--- src/rtl/ok_trig_pkg.sv ---
// ok_trig_pkg
// Shared constants and helpers for the trigger-in array.
//   TRIG_PULSE / TRIG_STICKY / TRIG_STRETCH : output mode selectors
//   clog2(n) : bits needed to hold values 0..n-1 (minimum 1)
package ok_trig_pkg;

  localparam int TRIG_PULSE   = 32'sd0;
  localparam int TRIG_STICKY  = 32'sd1;
  localparam int TRIG_STRETCH = 32'sd2;

  // Ceiling log2, never less than one bit so counters stay legal.
  function automatic int clog2(input int n);
    int r;
    r = 32'sd0;
    while ((32'sd1 << r) < n) begin
      r = r + 32'sd1;
    end
    if (r < 32'sd1) begin
      r = 32'sd1;
    end else begin
      r = r;
    end
    return r;
  endfunction

endpackage

--- src/rtl/ok_trigger_bit.sv ---
// ok_trigger_bit
// Single-bit output stage: pulse flop, sticky flop or stretch counter,
// plus a sticky overrun flag.
// Ports:
//   ep_clk, ep_reset_n : clock, async active-low reset
//   fire               : pending bit released this cycle
//   ack                : consumer clear (sticky mode only)
//   clr                : overrun clear strobe for this bit
//   trigger            : registered trigger output
//   overrun            : registered overrun flag
module ok_trigger_bit
  import ok_trig_pkg::*;
#(
  parameter int MODE    = TRIG_PULSE,
  parameter int STRETCH = 32'sd4
) (
  input  logic ep_clk,
  input  logic ep_reset_n,
  input  logic fire,
  input  logic ack,
  input  logic clr,
  output logic trigger,
  output logic overrun
);

  localparam int            CW       = clog2(STRETCH + 32'sd1);
  localparam logic [CW-1:0] CNT_LOAD = CW'(STRETCH);
  localparam logic [CW-1:0] CNT_ONE  = CW'(1'b1);
  // Pulse outputs are never "already high" in a meaningful sense.
  localparam logic          OVR_EN   = (MODE != TRIG_PULSE);

  logic          trig_r;
  logic          ovr_r;
  logic [CW-1:0] cnt_r;
  logic          ovr_set_s;

  assign ovr_set_s = OVR_EN & fire & trig_r;

  // Output stage: per-mode trigger flop and stretch counter.
  always_ff @(posedge ep_clk or negedge ep_reset_n) begin
    if (!ep_reset_n) begin
      trig_r <= 1'b0;
      cnt_r  <= {CW{1'b0}};
    end else begin
      case (MODE)
        TRIG_STICKY: begin
          // set wins over a coincident ack
          trig_r <= fire | (trig_r & ~ack);
          cnt_r  <= {CW{1'b0}};
        end
        TRIG_STRETCH: begin
          if (fire) begin
            cnt_r <= CNT_LOAD;
          end else if (cnt_r != {CW{1'b0}}) begin
            cnt_r <= cnt_r - CNT_ONE;
          end else begin
            cnt_r <= {CW{1'b0}};
          end
          // registered copy of "counter nonzero after this edge"
          trig_r <= fire | (cnt_r > CNT_ONE);
        end
        default: begin
          trig_r <= fire;
          cnt_r  <= {CW{1'b0}};
        end
      endcase
    end
  end

  // Overrun flag: set on fire while high, set wins over clear.
  always_ff @(posedge ep_clk or negedge ep_reset_n) begin
    if (!ep_reset_n) begin
      ovr_r <= 1'b0;
    end else begin
      ovr_r <= ovr_set_s | (ovr_r & ~clr);
    end
  end

  assign trigger = trig_r;
  assign overrun = ovr_r;

endmodule

--- src/rtl/ok_trigger_in_array.sv ---
// ok_trigger_in_array
// NUM_EP trigger-in endpoints at consecutive host addresses, WIDTH bits
// each, with per-endpoint hold and per-bit overrun detection.
// Ports:
//   ep_clk, ep_reset_n : clock, async active-low reset
//   ti_write, ti_addr, ti_datain : host write strobe / address / bit mask
//   ep_hold    : per endpoint, freeze pending -> output transfer
//   ep_ack     : per-bit clear for sticky mode
//   ep_trigger : trigger outputs, endpoint k at [k*WIDTH +: WIDTH]
//   ep_overrun : sticky per-bit overrun flags
//   ep_busy    : endpoint has pending or active output bits
module ok_trigger_in_array
  import ok_trig_pkg::*;
#(
  parameter int         WIDTH     = 32'sd16,
  parameter int         NUM_EP    = 32'sd4,
  parameter logic [7:0] BASE_ADDR = 8'h40,
  parameter int         MODE      = TRIG_PULSE,
  parameter int         STRETCH   = 32'sd4
) (
  input  logic                    ep_clk,
  input  logic                    ep_reset_n,
  input  logic                    ti_write,
  input  logic [7:0]              ti_addr,
  input  logic [WIDTH-1:0]        ti_datain,
  input  logic [NUM_EP-1:0]       ep_hold,
  input  logic [NUM_EP*WIDTH-1:0] ep_ack,
  output logic [NUM_EP*WIDTH-1:0] ep_trigger,
  output logic [NUM_EP*WIDTH-1:0] ep_overrun,
  output logic [NUM_EP-1:0]       ep_busy
);

  localparam logic [7:0] CLR_ADDR = 8'(BASE_ADDR + 8'(NUM_EP));

  logic             clr_hit_s;
  logic [WIDTH-1:0] clr_mask_s;

  // The clear mask applies to the same bit index in every endpoint.
  assign clr_hit_s  = ti_write & (ti_addr == CLR_ADDR);
  assign clr_mask_s = clr_hit_s ? ti_datain : {WIDTH{1'b0}};

  for (genvar k = 0; k < NUM_EP; k++) begin : g_ep
    localparam logic [7:0] EP_ADDR = 8'(BASE_ADDR + 8'(k));

    logic             hit_s;
    logic [WIDTH-1:0] hit_data_s;
    logic [WIDTH-1:0] pending_r;
    logic [WIDTH-1:0] fire_s;

    assign hit_s      = ti_write & (ti_addr == EP_ADDR);
    assign hit_data_s = hit_s ? ti_datain : {WIDTH{1'b0}};

    // Pending accumulates while held; on transfer it reloads with any
    // same-cycle hit so that write is not lost.
    always_ff @(posedge ep_clk or negedge ep_reset_n) begin
      if (!ep_reset_n) begin
        pending_r <= {WIDTH{1'b0}};
      end else if (ep_hold[k]) begin
        pending_r <= pending_r | hit_data_s;
      end else begin
        pending_r <= hit_data_s;
      end
    end

    assign fire_s     = ep_hold[k] ? {WIDTH{1'b0}} : pending_r;
    assign ep_busy[k] = (|pending_r) | (|ep_trigger[k*WIDTH +: WIDTH]);

    for (genvar i = 0; i < WIDTH; i++) begin : g_bit
      ok_trigger_bit #(
        .MODE    (MODE),
        .STRETCH (STRETCH)
      ) u_bit (
        .ep_clk     (ep_clk),
        .ep_reset_n (ep_reset_n),
        .fire       (fire_s[i]),
        .ack        (ep_ack[k*WIDTH + i]),
        .clr        (clr_mask_s[i]),
        .trigger    (ep_trigger[k*WIDTH + i]),
        .overrun    (ep_overrun[k*WIDTH + i])
      );
    end
  end

endmodule

--- config.mk ---
export PLATFORM = sky130hd
export DESIGN_NAME = ok_trigger_in_array
export DESIGN_NICKNAME = d
export VERILOG_FILES = /design/src/rtl/ok_trig_pkg.sv /design/src/rtl/ok_trigger_bit.sv /design/src/rtl/ok_trigger_in_array.sv
export SDC_FILE = /design/constraint.sdc
export NUM_CORES = 1
export LEC_CHECK = 0
export BUFFER_PORTS_ARGS = -buffer_cell sky130_fd_sc_hd__buf_4
export CAP_MARGIN = 20
export CORE_ASPECT_RATIO = 1.75
export CORE_MARGIN = 4
export CORE_UTILIZATION = 45
export CTS_CLUSTER_DIAMETER = 60
export CTS_CLUSTER_SIZE = 16
export DETAILED_ROUTE_END_ITERATION = 16
export PLACE_DENSITY = 0.81
export SLEW_MARGIN = 30
export SYNTH_ARGS = -nofsm -noshare
export SYNTH_HDL_FRONTEND = slang
export SYNTH_SLANG_ARGS = --single-unit
--- constraint.sdc ---
create_clock -name ep_clk -period 1.1 [get_ports ep_clk]
set_input_delay 0.22 -clock ep_clk [delete_from_list [all_inputs] [get_ports ep_clk]]
set_output_delay 0.22 -clock ep_clk [all_outputs]
set_load 0.05 [all_outputs]
==> After elaboration in Yosys (flattened, before gate mapping) <==
Index checks and enable logic that the tools add are counted.
{ "totals": {"in_bits": 95, "out_inout_bits": 132, "reg_bits": 192, "wordCells": 251} }
{ "op_classes": {"mux": 13, "n_reduce_logical": 8, "eq_ne": 5, "bitwise": 93} }
{ "ops": {"columns": ["cell", "count"], "rows": [
  ["two-way mux 16 bit", 13],
  ["OR reduction 16 bit", 8],
  ["AND 1 bit", 69],
  ["bitwise OR 16 bit", 4],
  ["equality test 8 x 7 -> 1 bit (second input constant)", 5],
  ["NOT 1 bit", 16],
  ["bitwise OR 1 bit", 4]
]} }

==> Longest topological paths before layout <==
{ "depth": {"ltp_word": 5, "ltp_mapped": 4, "mapped_depth_nobuf": 3} }

==> By module <==
A second synthesis with hierarchy kept.
{ "unflattened": {"cells_unflattened": 471, "area_unflattened_um2": 7278.2} }
{ "by_module_without_submodules": {"columns": ["module", "instances", "seq_area_each_um2", "cells_each", "area_each_um2"], "rows": [
  ["ok_trigger_bit", 64, 50.0, 3, 63.8],
  ["ok_trigger_in_array", 1, 1601.5, 279, 3194.3]
]} }

==> Worst setup path before layout <==
Ideal clock, no wire load.
{ "synth_path": {"path_kind": "input port to flip-flop", "start": "input ti_addr[3]", "end": "register g_ep[3].g_bit[14].u_bit.ovr_r", "t_arrival_ps": 1585, "n_path_buf": 1, "path_stages": 4, "setup_slack_ps": -614, "setup_time_ps": 129, "required_ps": 971, "cell_sequence": "or4b_4 -> nor4_4 -> clkbuf_2 -> a21boi_0"} }
{ "synth_between": {"elab_chain_len": 5} }
{ "synth_lines": {"columns": ["item", "line_no", "text"], "rows": [
  ["start, declared", "ok_trigger_in_array.sv:24", "input logic [7:0] ti_addr,"],
  ["equality test 8 x 7 -> 1 bit", "ok_trigger_in_array.sv:39", "assign clr_hit_s = ti_write & (ti_addr == CLR_ADDR);"],
  ["AND 1 bit", "ok_trigger_in_array.sv:39", null],
  ["two-way mux 16 bit", "ok_trigger_in_array.sv:40", "assign clr_mask_s = clr_hit_s ? ti_datain : {WIDTH{1'b0}};"],
  ["NOT 1 bit", "ok_trigger_bit.sv:75", "ovr_r <= ovr_set_s | (ovr_r & ~clr);"],
  ["AND 1 bit", "ok_trigger_bit.sv:75", null],
  ["end signal, assigned", "ok_trigger_bit.sv:75", null],
  ["end, declared", "ok_trigger_bit.sv:33", "logic ovr_r;"]
]} }
Every way passes these cells.

==> Worst setup path after layout <==
{ "layout_path": {"start": "register g_ep[2].pending_r[11]", "end": "output ep_busy[2]"} }
{ "layout_between": {"elab_chain_len": 2} }
{ "layout_lines": {"columns": ["item", "line_no", "text"], "rows": [
  ["start, declared", "ok_trigger_in_array.sv:47", "logic [WIDTH-1:0] pending_r;"],
  ["start signal, assigned", "ok_trigger_in_array.sv:57", "pending_r <= {WIDTH{1'b0}};"],
  ["start signal, assigned", "ok_trigger_in_array.sv:59", "pending_r <= pending_r | hit_data_s;"],
  ["start signal, assigned", "ok_trigger_in_array.sv:61", "pending_r <= hit_data_s;"],
  ["OR reduction 16 bit", "ok_trigger_in_array.sv:66", "assign ep_busy[k] = (|pending_r) | (|ep_trigger[k*WIDTH +: WIDTH]);"],
  ["bitwise OR 1 bit", "ok_trigger_in_array.sv:66", null],
  ["end, declared", "ok_trigger_in_array.sv:30", "output logic [NUM_EP-1:0] ep_busy"]
]} }
Every way passes these cells.

==> impl_metrics.ini <==
[clocking]
clk_pin_slew_ns = 0.07
cts_max_level = 4
cts_sinks = 192
clk_path_buf_depth = 2
cts_buffers = 17
cts_root_buffer = clkbuf_16
clk_latency_ns = 0.43
cts_tree = done

[synth]
synth_area_sq_mm = 0.00774
ys_ff_latch = 192
synth_most_common_cell = dfrtp_1
netlist.area_leader.share_pct = 62.1
synth_sequential_area_ratio_pct = 62.1
async_flop_share_pct = 100
syn_avg_cell_area_sq_um = 13.1
yosys-top-cells-count = dfrtp_1, buf_4, a22o_1, nor2b_1, a21boi_0
synth_largest_area_cell = dfrtp_1
synth_edf_count = 0
syn_inst = 590
synth_ff_type = dfrtp_1
synthTopCellsByArea = dfrtp_1, buf_4, a22o_1
synthDistinctLibCells = 17
yosysWarnings = 0
synth.net_count = 685

[route]
viasPerCell = 5.17
wl_met3_um = 865
m1WireLength_um = 7880
vias = 5393
routed.top_layer = met4
drt_wl_total_um = 23000
drcViolationCount = 0
wl_per_cell_um = 22.0
wl_met2_um = 13300
first_iter_violations = 343
ant_nets = 0
firstDrtPassIters = 4

[sta]
period_share_pct = 177
hold_violations = 0
setup_violations = 260
worstMarginPinSlew_ns = 0.375
hold_slack_ns = 0.0918
rsz0062_at_grt = yes
fin_skew_ns = 0.00518
period_needed_ns = 1.95
timing.slew.headroom_pct = 75.0
timing.fmax_mhz = 512
setup_ws_ns = -0.852
drv_slew = 0

[global_route]
grt_max_degree = 42
grt_pass1_wl_um = 34700
grt.overflow.total = 0
grt_pass1_vias = 5981
antenna_found_initial = 0
groute.usage.overall_pct = 23.8

[placement]
post-place-ws_ns = -0.723
portBuffers = 162
hpwl_um = 14200
gp_congestion = 0.831

[floorplan]
ios = 227
dieHeight_um = 182
die_area_sq_mm = 0.0194
coreArea_sq_mm = 0.0169
start_util_pct = 45.7
num_rows = 63
die_w_um = 107

[final_layout]
antenna_cells = 0
drive_gt1_share_pct = 57.6
fin_nets = 899
area_delta_synth_final_pct = 53.9
fillers = 1025

[worst_setup_path]
r2r-start = g_ep[2].pending_r[0]
worst_ep_arrival_time_ns = 1.73
rr_worst_depth = 3
crit_type = reg2out
required_ns = 0.88
crit_fanout = 2
critPathCaptureType = primary output
crit_start = g_ep[2].pending_r[11]
worstSetupStartpointType = flop

[power]
ir_drop_mv = 0.970
leakage_nw = 5.93
powerDensity_mw_per_mm2 = 1170

[hold_path]
worstHoldPathType = in2reg
hp-start = ti_datain[6]
min_path_cells = 2

[run_status]
violations = negative setup slack
status = complete, but fails checks

[flow_run]
cap_violations = 0
layer usage:
| layer | up-vias | global-route usage (%) |
|---|---|---|
| met2 | 173 | 44.7 |
| met1 | 2789 | 24.6 |
| met4 | 0 | 11.8 |
| met3 | 53 | 4.66 |
| li1 | 2378 | - |
| met5 | - | 0 |
state kept, by name (all words and copies together) (netlist names):
name and flops:
g_ep.g_bit.u_bit.overrun 64, g_ep.pending_r 64, g_ep.g_bit.u_bit.trigger 64
path summary, 6_finish.rpt:
| path | slack [ns] | endpoint |
|---|---|---|
| max in group asynchronous | 0.22 | g_ep[2].pending_r[3] |
| min | 0.09 | g_ep[0].g_bit[6].u_bit.overrun |
| max reg2reg | 0.08 | g_ep[2].pending_r[0] |
| min reg2reg | 0.55 | g_ep[3].g_bit[7].u_bit.overrun |
| min in group asynchronous | 0.30 | g_ep[1].pending_r[11] |
| max | -0.85 | ep_busy[2] |
critical path, cell delays in order, from the launching register on:
cell,delay [ns]
dfrtp_1,0.40
nor4_2,0.32
nand4_1,0.17
or2_4,0.26
buf_6,0.15
where the power goes:
part | leakage, nW | switching [W] | total, W | internal (W)
sequential | 2.68 | 0.00000673 | 0.00707 | 0.00706
clock | 0.290 | 0.00288 | 0.00615 | 0.00327
combinational | 2.96 | 0.000481 | 0.000691 | 0.000210
area by class of cell:
class | instances | area [sq um] | share of cell area, %
Multi-Input combinational cell | 247 | 2290 | 19.2
Clock buffer | 18 | 429 | 3.60
Clock inverter | 14 | 165 | 1.39
Sequential cell | 192 | 4800 | 40.3
Tap cell | 227 | 284 | 2.38
Inverter | 1 | 3.75 | 0.0315
Timing Repair Buffer | 345 | 3930 | 33.0
kinds of logic after synthesis:
kind of cell	Yosys count	synth area share [%]
flops	192	62.1
buf+inv	151	13.8
compound gates	128	13.4
simple gates	119	10.7
cell usage in the layout, fill, tap and decap left out, types with 10 or more instances in the layout:
cell type  Yosys  final
dfrtp_1      192    192
buf_6          0    143
buf_4        132    116
a22o_1        64     64
nor2b_1       64     64
buf_8          0     62
a21boi_2       0     61
nor4_2         0     19
clkbuf_16      0     18
buf_12         0     14
nor4_1        32     10
stage by stage:
stage	instance area (sq um)	utilization (%)	std cells	setup TNS [ns]	total power (W)
after floorplan	7770	-	590	-62.99	0.00736
after global placement	9400	55.5	973	-77.51	0.00781
after detailed placement	9400	55.5	973	-83.86	0.00783
after CTS	11700	68.9	1036	-62.62	0.0140
after global routing	11900	70.3	1044	-61.05	0.0143
final	11900	70.3	1044	-51.34	0.0139
repair_timing:
action                                  4_1_cts  5_1_grt
setup buffers                                47       38
pin swaps                                    53       28
endpoints found under the setup margin      260      260
gates cloned                                  9        1
gates resized for setup                     366       73
hold buffers                                  1        0
hold endpoints to repair                     34        0
Power figures use the tool's default switching activity.
